**src/rtl/datapath_pkg.sv**
```systemverilog
// Shared ALU op encodings and ID/EX control type for the datapath_pipe slice.
package datapath_pkg;

    localparam int ALU_OP_W = 3;

    typedef enum logic [ALU_OP_W-1:0] {
        ULA_ADD = 3'b000,
        ULA_SUB = 3'b001,
        ULA_AND = 3'b010,
        ULA_OR  = 3'b011,
        ULA_XOR = 3'b100,
        ULA_SLT = 3'b101,
        ULA_SHL = 3'b110,
        ULA_SHR = 3'b111
    } ula_op_t;

    // Control half of the ID/EX register; data fields depend on the top's widths
    // and are kept beside it in datapath_pipe.
    typedef struct packed {
        logic    valid;
        ula_op_t op;
        logic    wb_en;
    } idex_ctrl_t;

endpackage

```
**src/rtl/datapath_regfile.sv**
```systemverilog
// Register file: NumRegs x DataWidth, two asynchronous reads, two synchronous
// writes (pipeline write-back and external load), synchronous active-high reset.
module datapath_regfile #(
    parameter int DataWidth = 8,
    parameter int NumRegs   = 8,
    localparam int RegAddrW = $clog2(NumRegs)
) (
    input  logic                 clk,
    input  logic                 reset,
    input  logic [RegAddrW-1:0]  ra1,
    input  logic [RegAddrW-1:0]  ra2,
    output logic [DataWidth-1:0] rd1,
    output logic [DataWidth-1:0] rd2,
    input  logic                 we_wb,
    input  logic [RegAddrW-1:0]  wa_wb,
    input  logic [DataWidth-1:0] wd_wb,
    input  logic                 we_ext,
    input  logic [RegAddrW-1:0]  wa_ext,
    input  logic [DataWidth-1:0] wd_ext
);

    logic [DataWidth-1:0] regs_q [NumRegs];
    logic [DataWidth-1:0] regs_d [NumRegs];

    // Next contents: external write first so a same-address write-back overrides it.
    always_comb begin
        regs_d = regs_q;
        if (we_ext) begin
            regs_d[wa_ext] = wd_ext;
        end
        if (we_wb) begin
            regs_d[wa_wb] = wd_wb;
        end
    end

    // Register storage with synchronous clear.
    always_ff @(posedge clk) begin
        if (reset) begin
            regs_q <= '{default: '0};
        end else begin
            regs_q <= regs_d;
        end
    end

    assign rd1 = regs_q[ra1];
    assign rd2 = regs_q[ra2];

endmodule

```
**src/rtl/datapath_pipe.sv**
```systemverilog
// Two-stage ALU datapath: RD (regfile read, forwarding, hazard stall) feeds
// ID/EX; EX runs the ALU and registers result/flags into the WB stage, which
// drives the outputs and writes back into the register file.
module datapath_pipe
    import datapath_pkg::*;
#(
    parameter int DataWidth = 8,
    parameter int NumRegs   = 8,
    localparam int RegAddrW = $clog2(NumRegs)
) (
    input  logic                 clk,
    input  logic                 reset,
    input  logic                 we3,
    input  logic [RegAddrW-1:0]  wa3,
    input  logic [DataWidth-1:0] wd3,
    input  logic                 in_valid,
    output logic                 in_ready,
    input  logic [RegAddrW-1:0]  ra1,
    input  logic [RegAddrW-1:0]  ra2,
    input  logic                 select_src,
    input  logic [DataWidth-1:0] constante,
    input  logic [2:0]           ULAControl,
    input  logic                 wb_en,
    input  logic [RegAddrW-1:0]  wb_addr,
    output logic                 res_valid,
    output logic [DataWidth-1:0] ULAResult,
    output logic                 Flag_z,
    output logic                 CarryOut,
    output logic                 Overflow,
    output logic                 Negative
);

    localparam int ShiftW = $clog2(DataWidth);
    localparam int Msb    = DataWidth - 1;

    // Register file read data
    logic [DataWidth-1:0] rd1, rd2;

    // RD stage
    logic                 fwd_a, fwd_b, hazard, ready, accept;
    logic [DataWidth-1:0] src_a, src_b;

    // ID/EX stage
    idex_ctrl_t           idex_ctrl_q, idex_ctrl_d;
    logic [DataWidth-1:0] idex_a_q, idex_a_d;
    logic [DataWidth-1:0] idex_b_q, idex_b_d;
    logic [RegAddrW-1:0]  idex_wb_addr_q, idex_wb_addr_d;

    // ALU
    logic [DataWidth-1:0] alu_res;
    logic [DataWidth:0]   alu_wide;
    logic [ShiftW-1:0]    shamt;
    logic                 alu_c, alu_v;

    // WB stage
    logic                 res_valid_q, res_valid_d;
    logic                 wb_en_q, wb_en_d;
    logic [RegAddrW-1:0]  wb_addr_q, wb_addr_d;
    logic [DataWidth-1:0] result_q, result_d;
    logic                 flag_z_q, flag_z_d;
    logic                 carry_q, carry_d;
    logic                 ovf_q, ovf_d;
    logic                 neg_q, neg_d;

    datapath_regfile #(
        .DataWidth (DataWidth),
        .NumRegs   (NumRegs)
    ) u_regfile (
        .clk    (clk),
        .reset  (reset),
        .ra1    (ra1),
        .ra2    (ra2),
        .rd1    (rd1),
        .rd2    (rd2),
        .we_wb  (wb_en_q),
        .wa_wb  (wb_addr_q),
        .wd_wb  (result_q),
        .we_ext (we3),
        .wa_ext (wa3),
        .wd_ext (wd3)
    );

    // Operand selection: the WB result is bypassed because its regfile write
    // lands only at the end of this cycle; the op in ID/EX cannot be bypassed
    // yet, so a dependency on it stalls RD for one cycle.
    always_comb begin
        fwd_a  = wb_en_q && (wb_addr_q == ra1);
        fwd_b  = wb_en_q && (wb_addr_q == ra2);
        src_a  = fwd_a ? result_q : rd1;
        src_b  = select_src ? constante : (fwd_b ? result_q : rd2);
        hazard = idex_ctrl_q.valid && idex_ctrl_q.wb_en &&
                 ((idex_wb_addr_q == ra1) ||
                  (!select_src && (idex_wb_addr_q == ra2)));
        ready  = !reset && !hazard;
        accept = in_valid && ready;
    end

    // ID/EX capture; a stalled or idle cycle turns into a bubble.
    always_comb begin
        idex_ctrl_d.valid = accept;
        idex_ctrl_d.op    = ula_op_t'(ULAControl);
        idex_ctrl_d.wb_en = wb_en;
        idex_a_d          = src_a;
        idex_b_d          = src_b;
        idex_wb_addr_d    = wb_addr;
    end

    // ALU: shifts widen by one bit so the bit pushed out becomes the carry.
    always_comb begin
        shamt    = idex_b_q[ShiftW-1:0];
        alu_wide = '0;
        alu_res  = '0;
        alu_c    = 1'b0;
        alu_v    = 1'b0;
        case (idex_ctrl_q.op)
            ULA_ADD: begin
                alu_wide = {1'b0, idex_a_q} + {1'b0, idex_b_q};
                alu_res  = alu_wide[Msb:0];
                alu_c    = alu_wide[DataWidth];
                alu_v    = (idex_a_q[Msb] == idex_b_q[Msb]) && (alu_res[Msb] != idex_a_q[Msb]);
            end
            ULA_SUB: begin
                alu_res = idex_a_q - idex_b_q;
                alu_c   = (idex_a_q >= idex_b_q);
                alu_v   = (idex_a_q[Msb] != idex_b_q[Msb]) && (alu_res[Msb] != idex_a_q[Msb]);
            end
            ULA_AND: alu_res = idex_a_q & idex_b_q;
            ULA_OR:  alu_res = idex_a_q | idex_b_q;
            ULA_XOR: alu_res = idex_a_q ^ idex_b_q;
            ULA_SLT: alu_res = {{(DataWidth-1){1'b0}}, ($signed(idex_a_q) < $signed(idex_b_q))};
            ULA_SHL: begin
                alu_wide = {1'b0, idex_a_q} << shamt;
                alu_res  = alu_wide[Msb:0];
                alu_c    = alu_wide[DataWidth];
            end
            ULA_SHR: begin
                alu_wide = {idex_a_q, 1'b0} >> shamt;
                alu_res  = alu_wide[DataWidth:1];
                alu_c    = alu_wide[0];
            end
            default: ;
        endcase
    end

    // WB stage: result and flags move only when an op completes, so the
    // outputs hold between res_valid pulses.
    always_comb begin
        res_valid_d = idex_ctrl_q.valid;
        wb_en_d     = idex_ctrl_q.valid && idex_ctrl_q.wb_en;
        wb_addr_d   = idex_wb_addr_q;
        result_d    = result_q;
        flag_z_d    = flag_z_q;
        carry_d     = carry_q;
        ovf_d       = ovf_q;
        neg_d       = neg_q;
        if (idex_ctrl_q.valid) begin
            result_d = alu_res;
            flag_z_d = (alu_res == '0);
            carry_d  = alu_c;
            ovf_d    = alu_v;
            neg_d    = alu_res[Msb];
        end
    end

    // Pipeline registers; reset discards anything in flight.
    always_ff @(posedge clk) begin
        if (reset) begin
            idex_ctrl_q    <= '0;
            idex_a_q       <= '0;
            idex_b_q       <= '0;
            idex_wb_addr_q <= '0;
            res_valid_q    <= 1'b0;
            wb_en_q        <= 1'b0;
            wb_addr_q      <= '0;
            result_q       <= '0;
            flag_z_q       <= 1'b0;
            carry_q        <= 1'b0;
            ovf_q          <= 1'b0;
            neg_q          <= 1'b0;
        end else begin
            idex_ctrl_q    <= idex_ctrl_d;
            idex_a_q       <= idex_a_d;
            idex_b_q       <= idex_b_d;
            idex_wb_addr_q <= idex_wb_addr_d;
            res_valid_q    <= res_valid_d;
            wb_en_q        <= wb_en_d;
            wb_addr_q      <= wb_addr_d;
            result_q       <= result_d;
            flag_z_q       <= flag_z_d;
            carry_q        <= carry_d;
            ovf_q          <= ovf_d;
            neg_q          <= neg_d;
        end
    end

    assign in_ready  = ready;
    assign res_valid = res_valid_q;
    assign ULAResult = result_q;
    assign Flag_z    = flag_z_q;
    assign CarryOut  = carry_q;
    assign Overflow  = ovf_q;
    assign Negative  = neg_q;

endmodule

```
**config.mk**
```make
export PLATFORM = sky130hd
export DESIGN_NAME = datapath_pipe
export DESIGN_NICKNAME = d
export VERILOG_FILES = /design/src/rtl/datapath_pkg.sv /design/src/rtl/datapath_regfile.sv /design/src/rtl/datapath_pipe.sv
export SDC_FILE = /design/constraint.sdc
export NUM_CORES = 1
export LEC_CHECK = 0
export BUFFER_PORTS_ARGS = -buffer_cell sky130_fd_sc_hd__buf_2
export CORE_ASPECT_RATIO = 1.4
export CORE_MARGIN = 8
export CORE_UTILIZATION = 31
export CTS_BUF_LIST = sky130_fd_sc_hd__clkbuf_4
export DETAILED_ROUTE_END_ITERATION = 10
export PLACE_DENSITY_LB_ADDON = 0.25
export SYNTH_ARGS = -nofsm -noshare
export SYNTH_HDL_FRONTEND = slang
export SYNTH_HIERARCHICAL = 1
export SYNTH_SLANG_ARGS = --single-unit
```
**constraint.sdc**
```tcl
create_clock -name clk -period 3.4 [get_ports clk]
set_input_delay 0.17 -clock clk [delete_from_list [all_inputs] [get_ports clk]]
set_output_delay 0.17 -clock clk [all_outputs]
set_load 0.02 [all_outputs]
```
==> results of run 1 <==
-- Yosys cell counts (all sizes together), types with 18 or more instances --
cell	number	area, µm²
dfxtp	104	2080
a311oi	44	435
ha	25	313
mux2	18	203
a211oi	32	240
clkbuf	40	150
buf	46	268
mux4	40	920
nor2	111	417
a21oi	24	120
mux2i	53	531
inv	25	93.8
nand2	95	357
-- registers in the layout, summed over array words and instances (netlist names) --
register	cells
idex_ctrl_q	4
idex_a_q	8
idex_wb_addr_q	3
u_regfile/regs_q	64
ULAResult	8
Flag_z	1
res_valid	1
idex_b_q	8
wb_addr_q	3
wb_en_q	1
res_valid_d	1
Overflow	1
CarryOut	1
-- per-stage QoR --
stage / total power [mW] / utilization [%] / std cells
finish: 2.45 / 34.5 / 1159
global placement: 1.82 / 32.8 / 1113
CTS: 2.47 / 34.5 / 1157
global route: 2.57 / 34.5 / 1159
detailed placement: 1.82 / 32.8 / 1113
floorplan: 1.68 / - / 824
-- tightest hold or removal path: cells and delay by family --
kind                   cells  cell delay (ps)
AOI/OAI and AO/OA          1              170
buffers and inverters      1              230
and+or+nand+nor            1               40
-- area by class of cell --
type                            count  area, µm²
Fill cell                        2497      15600
Multi-Input combinational cell    609       4880
Sequential cell                   104       2080
Timing Repair Buffer               94        656
Tap cell                          310        388
Inverter                           25       93.8
Clock buffer                       11       82.6
Clock inverter                      5       32.5
Antenna cell                        1       2.50
-- cells by family (layout without fill, tap and decap cells) --
group | count (synthesis) | in the layout | synth area share [%]
other | 0 | 1 | 0
adder cells (fa/ha/maj) | 27 | 27 | 4.72
flip-flops | 104 | 104 | 27.9
multiplexers | 111 | 111 | 22.1
AND/OR/NAND/NOR | 295 | 295 | 19.0
AO/OA/AOI/OAI | 160 | 160 | 17.6
XOR/XNOR | 16 | 16 | 1.87
buffers and inverters | 111 | 135 | 6.85
-- power by group through the flow --
stage               Clock, mW  Combinational, mW  Sequential (mW)
floorplan                   0              0.356             1.32
global placement            0              0.475             1.35
detailed placement          0              0.474             1.35
CTS                     0.643              0.502             1.32
global route            0.691              0.543             1.33
finish                  0.624              0.503             1.32
-- per-layer routing --
layer	wire length, µm	part of all wire, %	vias up	track usage [%]
met4	849	3.4	0	7.12
met5	0	0	-	0
met2	13100	52	216	31.2
li1	-	-	3071	-
met1	10200	41	3193	19.9
met3	1100	4.4	47	2.53
-- worst max path at each step --
| stage | startpoint | cells past startpoint | slack [ps] | end |
|---|---|---|---|---|
| floorplan | idex_b_q[1]$_SDFF_PP0_ | 10 | 790 | Flag_z$_SDFFE_PP0P_ |
| global placement | idex_b_q[1]$_SDFF_PP0_ | 9 | 630 | Flag_z$_SDFFE_PP0P_ |
| detailed placement | idex_b_q[1]$_SDFF_PP0_ | 9 | 510 | Flag_z$_SDFFE_PP0P_ |
| CTS | idex_b_q[1]$_SDFF_PP0_ | 9 | 550 | Flag_z$_SDFFE_PP0P_ |
| global route | idex_b_q[1]$_SDFF_PP0_ | 9 | 400 | Flag_z$_SDFFE_PP0P_ |
| finish | idex_b_q[1]$_SDFF_PP0_ | 9 | 530 | Flag_z$_SDFFE_PP0P_ |
==> metrics list, run 1 <==
- Outcome: complete, no violations
- The initial utilization of the core area, before any placement, comes to 31.4%.
- Once detail routing completed, the nets flagged for antenna violations numbered 0.
- For hold timing, the worst endpoint is idex_b_q[5]$_SDFF_PP0_.
- Post-CTS setup-driven buffer insertion count: 0
- The clock arrives with 33.3 ps of skew.
- Via count: 6527
* CTS clk-pin slew, worst paths: 170 ps
* Post-CTS Hold Fix Bufs: 28
- The internal power of the cells totals 1.65 mW.
- Leaving out fill and tap cells, the most frequent cell in the layout is nor2_1.
- The number of global-route vias before repair came to 6441.
- Final setup slack of the worst path: 531 ps
- The tree is rooted in a clkbuf_4.
- Worst Tran Pin Value: 1080 ps
- The floorplan step set the die width to 147 µm.
* Share of total power in sequential cells: 54.0%
- The initial antenna violation count is 1.
- The H-tree generated during clock tree synthesis spans 3 levels.
* Type of the setup path with the least slack: register to register
- The number of pins with negative max-slew slack in the final report came to 0.
* Total die area: 29400 µm²
- The worst pin sits at a relative slew slack of 28.2%.
- The number of buffers and inverters on the critical path is 1.
* Leading cell types in the layout, fill and taps excluded: 111 x nor2_1, 104 x dfxtp_1, 95 x nand2_1, 53 x mux2i_1, 49 x buf_2
- TritonCTS built the clock tree.
* Number of buffers on the longest clock path: 2
* Setup slack on the worst flop-to-flop path: 530 ps
- Fmax: 0.349 GHz
- For the final routed database, the setup TNS stands at 0 ps.
* RSZ-0062 raised after global routing: false
* Async SR Flop Fraction: 0%
- Buffers inserted during clock tree synthesis total 9.
- Mapped cell area: 7470 µm²
- Clk Latency, worst-skew pair: 500 ps
- Tcrit/Tclk final: 84.4%
* Post-Synthesis Cells: 824
- Entering global routing, the biggest net connects 91 pins.
- In this run, distinct cell masters in the synthesized netlist total 77.
- Dividing the detail-routed wire length by the instance count gives 21.8 µm.
* First-pass GRT wire length: 38.9 mm
- The first TritonRoute pass finished after 5 iterations.
- Startpoint of the tightest hold check path: select_src
* Post-DP Area: 7810 µm²
- In this run, post-CTS repair resized a total of 0 instances.
* Time the worst path needs with I/O delays and setup: 2870 ps
- Worst R2R Start: idex_b_q[1]$_SDFF_PP0_
- The min-delay analysis places its worst path in the category input pin to register.
* Cells traversed along the worst timing path: inv_1 > ha_1 > o21ba_2 > o311ai_1 > a21oi_1 > o31ai_2 > o2111a_1 > nor2_1 > a31o_1
* Mean post-synth cell area: 9.07 µm²
* Row Count: 67
- Net switching is 32.8% of the power.
* Nature of the critical path endpoint: register
- In the synthesized netlist the dominant register cell turns out to be dfxtp_1.
- For this run the aggregate overflow at the end of global routing stands at 0.
- Relative to the synthesized area, the layout overhead comes to 9.94%.
- Share of the yosys chip area belonging to registers: 27.9%
- Number of primary I/O pins: 51
* WP data arrival: 3290 ps
- Largest incremental delay on the critical path: 580 ps
* Critical path required time: 3820 ps
- The die is 200 µm tall.
* Quantity of I/O buffers inserted on ports: 50
- Worst slack at placement: 507 ps
- Final hold slack: 146 ps
* Count of endpoints failing hold in the final timing report: 0
- The first routing iteration left 380 violations.
* Aggregate global-route resource usage: 17.2%
* Pwr dens: 298 nW/µm²
* Number of synthesized register bits: 104
* Gate power share: 20.6%
- Summed over all cells, the static leakage comes to 3.10 nW.
* Power dissipated by switching net loads: 804 µW
* Final design instance area without fill: 8220 µm²
- Share of layout cells above drive strength 1: 18.3%
* Clk pwr share: 25.5%
* Syn_nets: 888
- Grouping stages by cell kind, the critical path spends the most delay in compound AO/OA/AOI/OAI gates.
- The worst hold path passes through 3 cells.
- Std-Cell Core Area: 23800 µm²
- Setup violations remaining at the end of the flow were counted as 0.
* Warning count from the yosys run: 6
- Worst Setup Start Kind: register
- Number of synthesized flops with an enable pin: 0
* Crit Reg-Reg Endpoint: Flag_z$_SDFFE_PP0P_
* Register-to-Register Path Depth: 9
- Along the worst path, the maximum fanout reaches 10.
- Number of design rule violations left after detail routing: 0
- Vias per std cell: 5.63
- Across the run, the number of max-cap violations was 0.
- TritonCTS sink count: 104
* Net total in the final layout: 907
- Peak supply drop: 0.143 mV
* Detailed-placement wirelength estimate: 17.5 mm
* RePlAce Congestion: 0.927
* Total wire length after detailed routing: 25.2 mm
* Crit-path slowest cell: dfxtp_1
Note: power is estimated with default switching activity, not from simulation.
==> run 2, diff against run 1 <==
==> constraint.sdc (replaced) <==
create_clock -name clk -period 2.55 [get_ports clk]
set_input_delay 0.1275 -clock clk [delete_from_list [all_inputs] [get_ports clk]]
set_output_delay 0.1275 -clock clk [all_outputs]
set_load 0.02 [all_outputs]
==> run 2 against run 1 <==
Fmax rose by 17%. Largest cell class unchanged. Combinational power rose by 45%. Total power rose by 39%. Final area rose by 3.9%. Critical path type unchanged. Clock-buffer cell count fell by 2. Utilization rose by 1.3 points. Sequential share of layout area fell by 0.91 points. Hold slack got worse by 11 ps. Non-clock buffer count rose by 33. Register-to-register slack got worse by 430 ps. Clock power rose by 49%.
==> metrics list, run 2 (synthesis results as in run 1) <==
* Type of the setup path with the least slack: register to register
- The count of placed standard cells including taps came to 1150 (+3.3%).
* Cells traversed along the worst timing path: buf_4 > buf_4 > mux2_2 > mux2i_1 > nand2b_1 > a32oi_1 > a211oi_1 > and4b_1 > a31o_1
- Largest net degree at the start of global routing: 72 (-21%)
- Pre-antenna DRT Iters: 5 (unchanged)
- The combinational group share of total power was 21.4% (+0.8 points).
* Global-route met2 utilization: 32.0% (+0.78 points)
- Setup repair after global routing could not meet its margin everywhere.
* Via count: 6706 (+2.7%)
- The switching power of the nets was 1.10 mW (+37%).
* TritonCTS sink count: 104 (unchanged)
- Register-to-Register Path Depth: 9 (unchanged)
- Number of non-filler instances in the completed layout: 1191 (+2.8%)
- The maximum vdd ir drop is 0.199 mV (+39%).
- Nature of the critical path endpoint: register
- Post-detailed-route count of antenna-violating nets: 0 (unchanged)
* Most frequent standard cell in the layout excluding fill and tap cells: nor2_1
* Crit-path slowest cell: dfxtp_1
* Post-CTS setup-driven buffer insertion count: 0 (unchanged)
* Worst R2R Start: idex_b_q[0]$_SDFF_PP0_
- Final setup slack of the worst path: 102 ps (-429 ps)
- Total internal power: 2.31 mW (+40%)
- The cell that appears most often on the critical path is buf_4.
- Total wire length after detailed routing: 25.6 mm (+1.6%)
* Final hold slack: 135 ps (-11.1 ps)
- Clock tree from TritonCTS: built
* Leading cell types in the layout, fill and taps excluded: 111 x nor2_1, 101 x dfxtp_1, 95 x nand2_1, 53 x mux2i_1, 52 x buf_4
* Count of routing violations after the opening detailed-route iteration: 527 (+39%)
- The met1 routing resource usage after global routing was 20.8% (+0.86 points).
- Setup slack on the worst flop-to-flop path: 100 ps (-430 ps)
- Pwr dens: 399 nW/µm² (+34%)
* Largest incremental delay on the critical path: 420 ps (-160 ps)
- The number of max-cap violations came to 0 (unchanged).
* Leakage power: 3.28 nW (+5.8%)
- Vias in the first global route: 6745 (+4.7%)
- Switching power share of the total: 32.3% (-0.56 points)
- Number of buffers on the longest clock path: 2 (unchanged)
- Outcome: complete, no violations
- The starting density of the core was 31.4% (unchanged).
- The wire length of the first global-routing pass was 39.9 mm (+2.6%).
- The count of nets after finishing came to 940 (+3.6%).
- In this run the clock root is driven by a clkbuf_4.
- Top Usage Layer GRT: met2
- Y dimension of the die: 200 µm (unchanged)
- Quantity of I/O buffers inserted on ports: 50 (unchanged)
* Critical path required time: 2990 ps (-830 ps)
* Cell family with the largest share of critical-path delay: multiplexers
- Share of total power in sequential cells: 51.4% (-2.6 points)
* Worst Setup Start Kind: register
* Reg with most FFs: u_regfile/regs_q
- Total gr overflow: 0 (unchanged)
- The largest clock skew in the final design was 24.6 ps (-8.72 ps).
- The ratio of routed vias to standard cells came to 5.63 (about the same).
- Time the worst path needs with I/O delays and setup: 2450 ps (-421 ps)
- Clk Latency, worst-skew pair: 490 ps (about the same)
- Post-DP Area: 8100 µm² (+3.7%)
* Clk pwr share: 27.2% (+1.7 points)
* Crit Reg-Reg Endpoint: Flag_z$_SDFFE_PP0P_
- Std-Cell Core Area: 23800 µm² (unchanged)
* Routed WL per cell: 21.5 µm (-1.2%)
- The proportion of layout cells with a drive suffix above 1 was 23.0% (+4.7 points).
- The highest clock frequency the design can meet was 0.408 GHz (+17%).
* Row Count: 67 (unchanged)
- The global-route total usage across every layer is 17.6% (+0.43 points).
- RePlAce Congestion: 0.896 (-3.3%)
* Final standard cell utilization of the core: 35.9% (+1.3 points)
* Number of instances on the worst hold path: 3 (unchanged)
- The setup TNS was 0 ps (unchanged).
- Total number of H-tree levels: 3 (unchanged)
* Die Wd: 147 µm (unchanged)
- Final design instance area without fill: 8540 µm² (+3.9%)
- Hold worst-path end: idex_b_q[7]$_SDFF_PP0_
- Slew Viols, Final: 0 (unchanged)
* CTS clk-pin slew, worst paths: 170 ps (about the same)
* Antenna violations before repair: 1 (unchanged)
* Number of flip-flops under the largest register name: 64 (unchanged)
- The total power draw was 3.41 mW (+39%).
- Startpoint of the tightest hold check path: select_src
* Buffers plus inverters on the worst setup path: 2 (+1)
- The worst setup slack after placement was 36.1 ps (-471 ps).
- Number of design rule violations left after detail routing: 0 (unchanged)
- Area Growth Syn to Fin: 14.2%
* Hold WC Path Type: input pin to register
- The pin slew with the least headroom to its limit came to 865 ps (-213 ps).
- Total of endpoints with negative setup slack in the final report: 0 (unchanged)
* WP data arrival: 2890 ps (-400 ps)
* CTS buffer count: 9 (unchanged)
* Detailed-placement wirelength estimate: 17.9 mm (+2.4%)
- Total die area: 29400 µm² (unchanged)
- The fraction of met3 tracks used by global routing was 2.28% (-0.25 points).
- Tcrit/Tclk final: 96.0% (+12 points)
* Number of primary I/O pins: 51 (unchanged)
- The number of hold-slack violations in the final timing report was 0 (unchanged).
* Critical-path maximum fanout: 9 (-1)
* Slew HR: 42.3% (+14 points)
[run 2: power by group through the flow]
| stage | Clock (mW) | Sequential, mW | Combinational [mW] |
|---|---|---|---|
| CTS | 0.960 | 1.75 | 0.712 |
| floorplan | 0 | 1.76 | 0.476 |
| global route | 1.01 | 1.76 | 0.786 |
| global placement | 0 | 1.78 | 0.676 |
| detailed placement | 0 | 1.78 | 0.678 |
| finish | 0.928 | 1.75 | 0.728 |
[run 2: worst min-delay path, stage by stage]
cell	delay (ps)
buf_2	230
a21oi_1	180
nor2_1	40
[run 2: worst max-delay path by stage]
stage | startpoint | end | cells past startpoint
floorplan | idex_b_q[1]$_SDFF_PP0_ | Flag_z$_SDFFE_PP0P_ | 10
detailed placement | idex_a_q[1]$_SDFF_PP0_ | ULAResult[7]$_SDFFE_PP0P_ | 9
finish | idex_b_q[0]$_SDFF_PP0_ | Flag_z$_SDFFE_PP0P_ | 9
CTS | idex_a_q[1]$_SDFF_PP0_ | ULAResult[7]$_SDFFE_PP0P_ | 9
global placement | idex_a_q[1]$_SDFF_PP0_ | Flag_z$_SDFFE_PP0P_ | 9
global route | idex_a_q[1]$_SDFF_PP0_ | ULAResult[7]$_SDFFE_PP0P_ | 9
[run 2: cell type report]
| cell class | count | area, µm² |
|---|---|---|
| antenna | 1 | 2.50 |
| clock inverter | 6 | 68.8 |
| clock buffer | 9 | 67.6 |
| timing repair buffer | 127 | 906 |
| fill | 2463 | 15300 |
| sequential | 104 | 2090 |
| tap | 310 | 388 |
| inverter | 25 | 93.8 |
| multi-input combinational | 609 | 4930 |
[run 2: per-layer routing]
metal | part of all wire (%) | vias up
met5 | 0 | -
met4 | 3.0 | 0
met3 | 4.9 | 49
met2 | 52 | 223
met1 | 40 | 3302
li1 | - | 3132
[run 2: timing repair]
item                                   CTS  global route
endpoints found under the hold margin   55             0
resized for setup                        0            10
hold buffers                            25             0
setup endpoints to repair                0             4
==> run 3, diff against run 2 <==
--- a/config.mk
+++ b/config.mk
@@ -12,6 +12,7 @@
 export CTS_BUF_LIST = sky130_fd_sc_hd__clkbuf_4
 export DETAILED_ROUTE_END_ITERATION = 10
 export PLACE_DENSITY_LB_ADDON = 0.25
+export REMOVE_ABC_BUFFERS = 1
 export SYNTH_ARGS = -nofsm -noshare
 export SYNTH_HDL_FRONTEND = slang
 export SYNTH_HIERARCHICAL = 1
==> constraint.sdc (replaced) <==
create_clock -name clk -period 2 [get_ports clk]
set_input_delay 0.1 -clock clk [delete_from_list [all_inputs] [get_ports clk]]
set_output_delay 0.1 -clock clk [all_outputs]
set_load 0.02 [all_outputs]
==> run 3 against run 2 <==
Fmax grew 7.6%. Critical endpoint unchanged. Clock-buffer cell count is 1 higher. Largest power group unchanged. The run now ends with setup timing left. First-iteration DRC count decreased by 4.6%. Utilization increased by 4.7 points. Sequential share of layout area is 2.6 points lower.
==> metrics list, run 3 (synthesis results as in run 1) <==
- Antenna violations before repair: 1 (unchanged)
- Power after layout: 4.63 mW (+36%)
- The power per standard cell area is 480 nW/µm² (+20%).
- Max Cap Viol: 0 (unchanged)
- The overflow left after global routing was 0 (unchanged).
- Number of primary I/O pins: 51 (unchanged)
- Worst clock skew: 22.8 ps (-1.83 ps)
* Largest net degree at the start of global routing: 103 (+43%)
- Number of buffers on the longest clock path: 2 (unchanged)
* CTS buffer count: 9 (unchanged)
* Post-DP Area: 8730 µm² (+7.7%)
- Relative to the synthesized area, the layout overhead comes to 29.1%.
- The average wire per standard cell came to 21.0 µm (-2.5%).
- STA classifies the critical path endpoint as a register.
- Vias per std cell: 5.44 (-3.4%)
* Via count: 6954 (+3.7%)
- The worst path setup slack after routing was -275 ps (-376 ps).
- The die boundary height was 200 µm (unchanged).
- The worst setup slack after placement came to -544 ps (-580 ps).
* Net total in the final layout: 1026 (+9.1%)
- The width of the die was 147 µm (unchanged).
- The flip-flop count of the largest register after layout was 64 (unchanged).
* Met3 Routed Length: 897 µm (-28%)
- Cell family with the largest share of critical-path delay: compound AO/OA/AOI/OAI gates
- The starting density of the core came to 31.4% (unchanged).
- Number of design rule violations left after detail routing: 0 (unchanged)
* Count of routing violations after the opening detailed-route iteration: 503 (-4.6%)
- Wire length on met1: 10.4 mm (+0.84%)
- Row Count: 67 (unchanged)
- Outcome: finished with violations
- The buffering stage count on the worst path with inverters included is 2 (unchanged).
* Leakage power: 3.78 nW (+15%)
* Total die area: 29400 µm² (unchanged)
* Std-Cell Core Area: 23800 µm² (unchanged)
- Clk Latency, worst-skew pair: 490 ps (about the same)
- The post-route antenna net violation count is 0 (unchanged).
- Total number of H-tree levels: 3 (unchanged)
- The period utilization came to 114% (+18 points).
- The data required time of the critical path came to 2420 ps (-570 ps).
- The worst hold margin came to 49.1 ps (-85.5 ps).
- CTS clk-pin slew, worst paths: 190 ps (+20 ps)
- The number of detailed-routing iterations run before antenna repair came to 5 (unchanged).
- Critical-path maximum fanout: 4 (-5)
- Total of endpoints with negative setup slack in the final report: 10 (+10)
* Leading cell types in the layout, fill and taps excluded: 127 x buf_4, 110 x nor2_1, 95 x nand2_1, 93 x dfxtp_1, 52 x mux2i_1
- Peak supply drop: 0.365 mV (+83%)
* Detailed-placement wirelength estimate: 19.2 mm (+7.0%)
- Final standard cell utilization of the core: 40.5% (+4.7 points)
* Crit-path slowest cell: dfxtp_2
- RePlAce Congestion: 0.897 (about the same)
- The global-route total usage across every layer is 17.9% (+0.29 points).
- Hold WC Path Type: input pin to register
- Highest routed metal layer: met4
- The tree is rooted in a clkbuf_4.
- Worst Tran Pin Value: 623 ps (-243 ps)
- Cells traversed along the worst timing path: inv_2 > ha_4 > o21ba_4 > o311ai_2 > buf_4 > a21oi_4 > o31ai_4 > o2111a_1 > nor2_1 > a31o_1
- Fmax: 0.440 GHz (+7.6%)
- The proportion of layout cells with a drive suffix above 1 was 36.0% (+13 points).
* Total negative setup slack: -1450 ps (-1450 ps)
- Slew Viols, Final: 0 (unchanged)
- Post-Place Cells: 1225 (+6.5%)
- The worst setup path is launched from a register.
- Clock tree from TritonCTS: built
- Leaving out fill and tap cells, the most frequent cell in the layout is buf_4.
- Reg with most FFs: u_regfile/regs_q
- Total wire length after detailed routing: 26.8 mm (+4.7%)
* Quantity of I/O buffers inserted on ports: 50 (unchanged)
* Vias in the first global route: 7045 (+4.4%)
- First-pass GRT wire length: 40.6 mm (+1.7%)
- Count of endpoints failing hold in the final timing report: 0 (unchanged)
* Slew HR: 58.3% (+16 points)
* Type of the setup path with the least slack: register to register
- Detailed route wirelength on metal2: 14.2 mm (+7.2%)
* Time the worst path needs with I/O delays and setup: 2270 ps (-174 ps)
- WP data arrival: 2690 ps (-200 ps)
- Final design instance area without fill: 9650 µm² (+13%)
* Number of non-filler instances in the completed layout: 1278 (+7.3%)
- The delay contributed by the slowest stage of the critical path came to 380 ps (-40 ps).
* Failing checks: setup timing
- RSZ-0062 raised after global routing: true
- TritonCTS sink count: 104 (unchanged)
run 3: repair_timing:
action	4_1_cts	5_1_grt
setup buffers	5	8
hold buffers	25	0
resized for setup	47	53
setup endpoints to repair	12	12
pin swaps	16	30
hold endpoints to repair	69	0
run 3: worst paths after layout:
check	from	end	slack [ps]	cells after the start
setup / recovery	idex_a_q[1]$_SDFF_PP0_	Flag_z$_SDFFE_PP0P_	-270	10
hold reg to reg	Overflow$_SDFFE_PP0P_	Overflow$_SDFFE_PP0P_	490	2
setup reg to reg	idex_a_q[1]$_SDFF_PP0_	Flag_z$_SDFFE_PP0P_	-270	10
hold / removal	select_src	idex_b_q[5]$_SDFF_PP0_	50	3
run 3: power by group:
part	internal, mW	leakage (nW)	switching (mW)	total, mW
Sequential	2.14	0.851	0.0917	2.23
Combinational	0.584	2.85	0.595	1.18
Clock	0.412	0.0780	0.804	1.22
Total	3.14	3.78	1.49	4.63
run 3: area by class of cell:
cell class	instances	area (µm²)
diodes	1	2.50
clock buffers	10	75.1
clock inverters	6	72.6
fillers	2439	14200
inverters	25	100
multi-input cells	609	5250
flip-flops and latches	104	2100
well taps	310	388
repair buffers	213	1660
run 3: layer usage:
metal	global-route usage [%]	up-vias
met1	19.4	3389
met2	33.8	198
met5	0	-
li1	-	3306
met4	9.02	0
met3	2.14	61
run 3: tightest hold or removal path, stage by stage:
cell and delay [ps]:
buf_2 210, a21oi_1 160, nor2_1 40
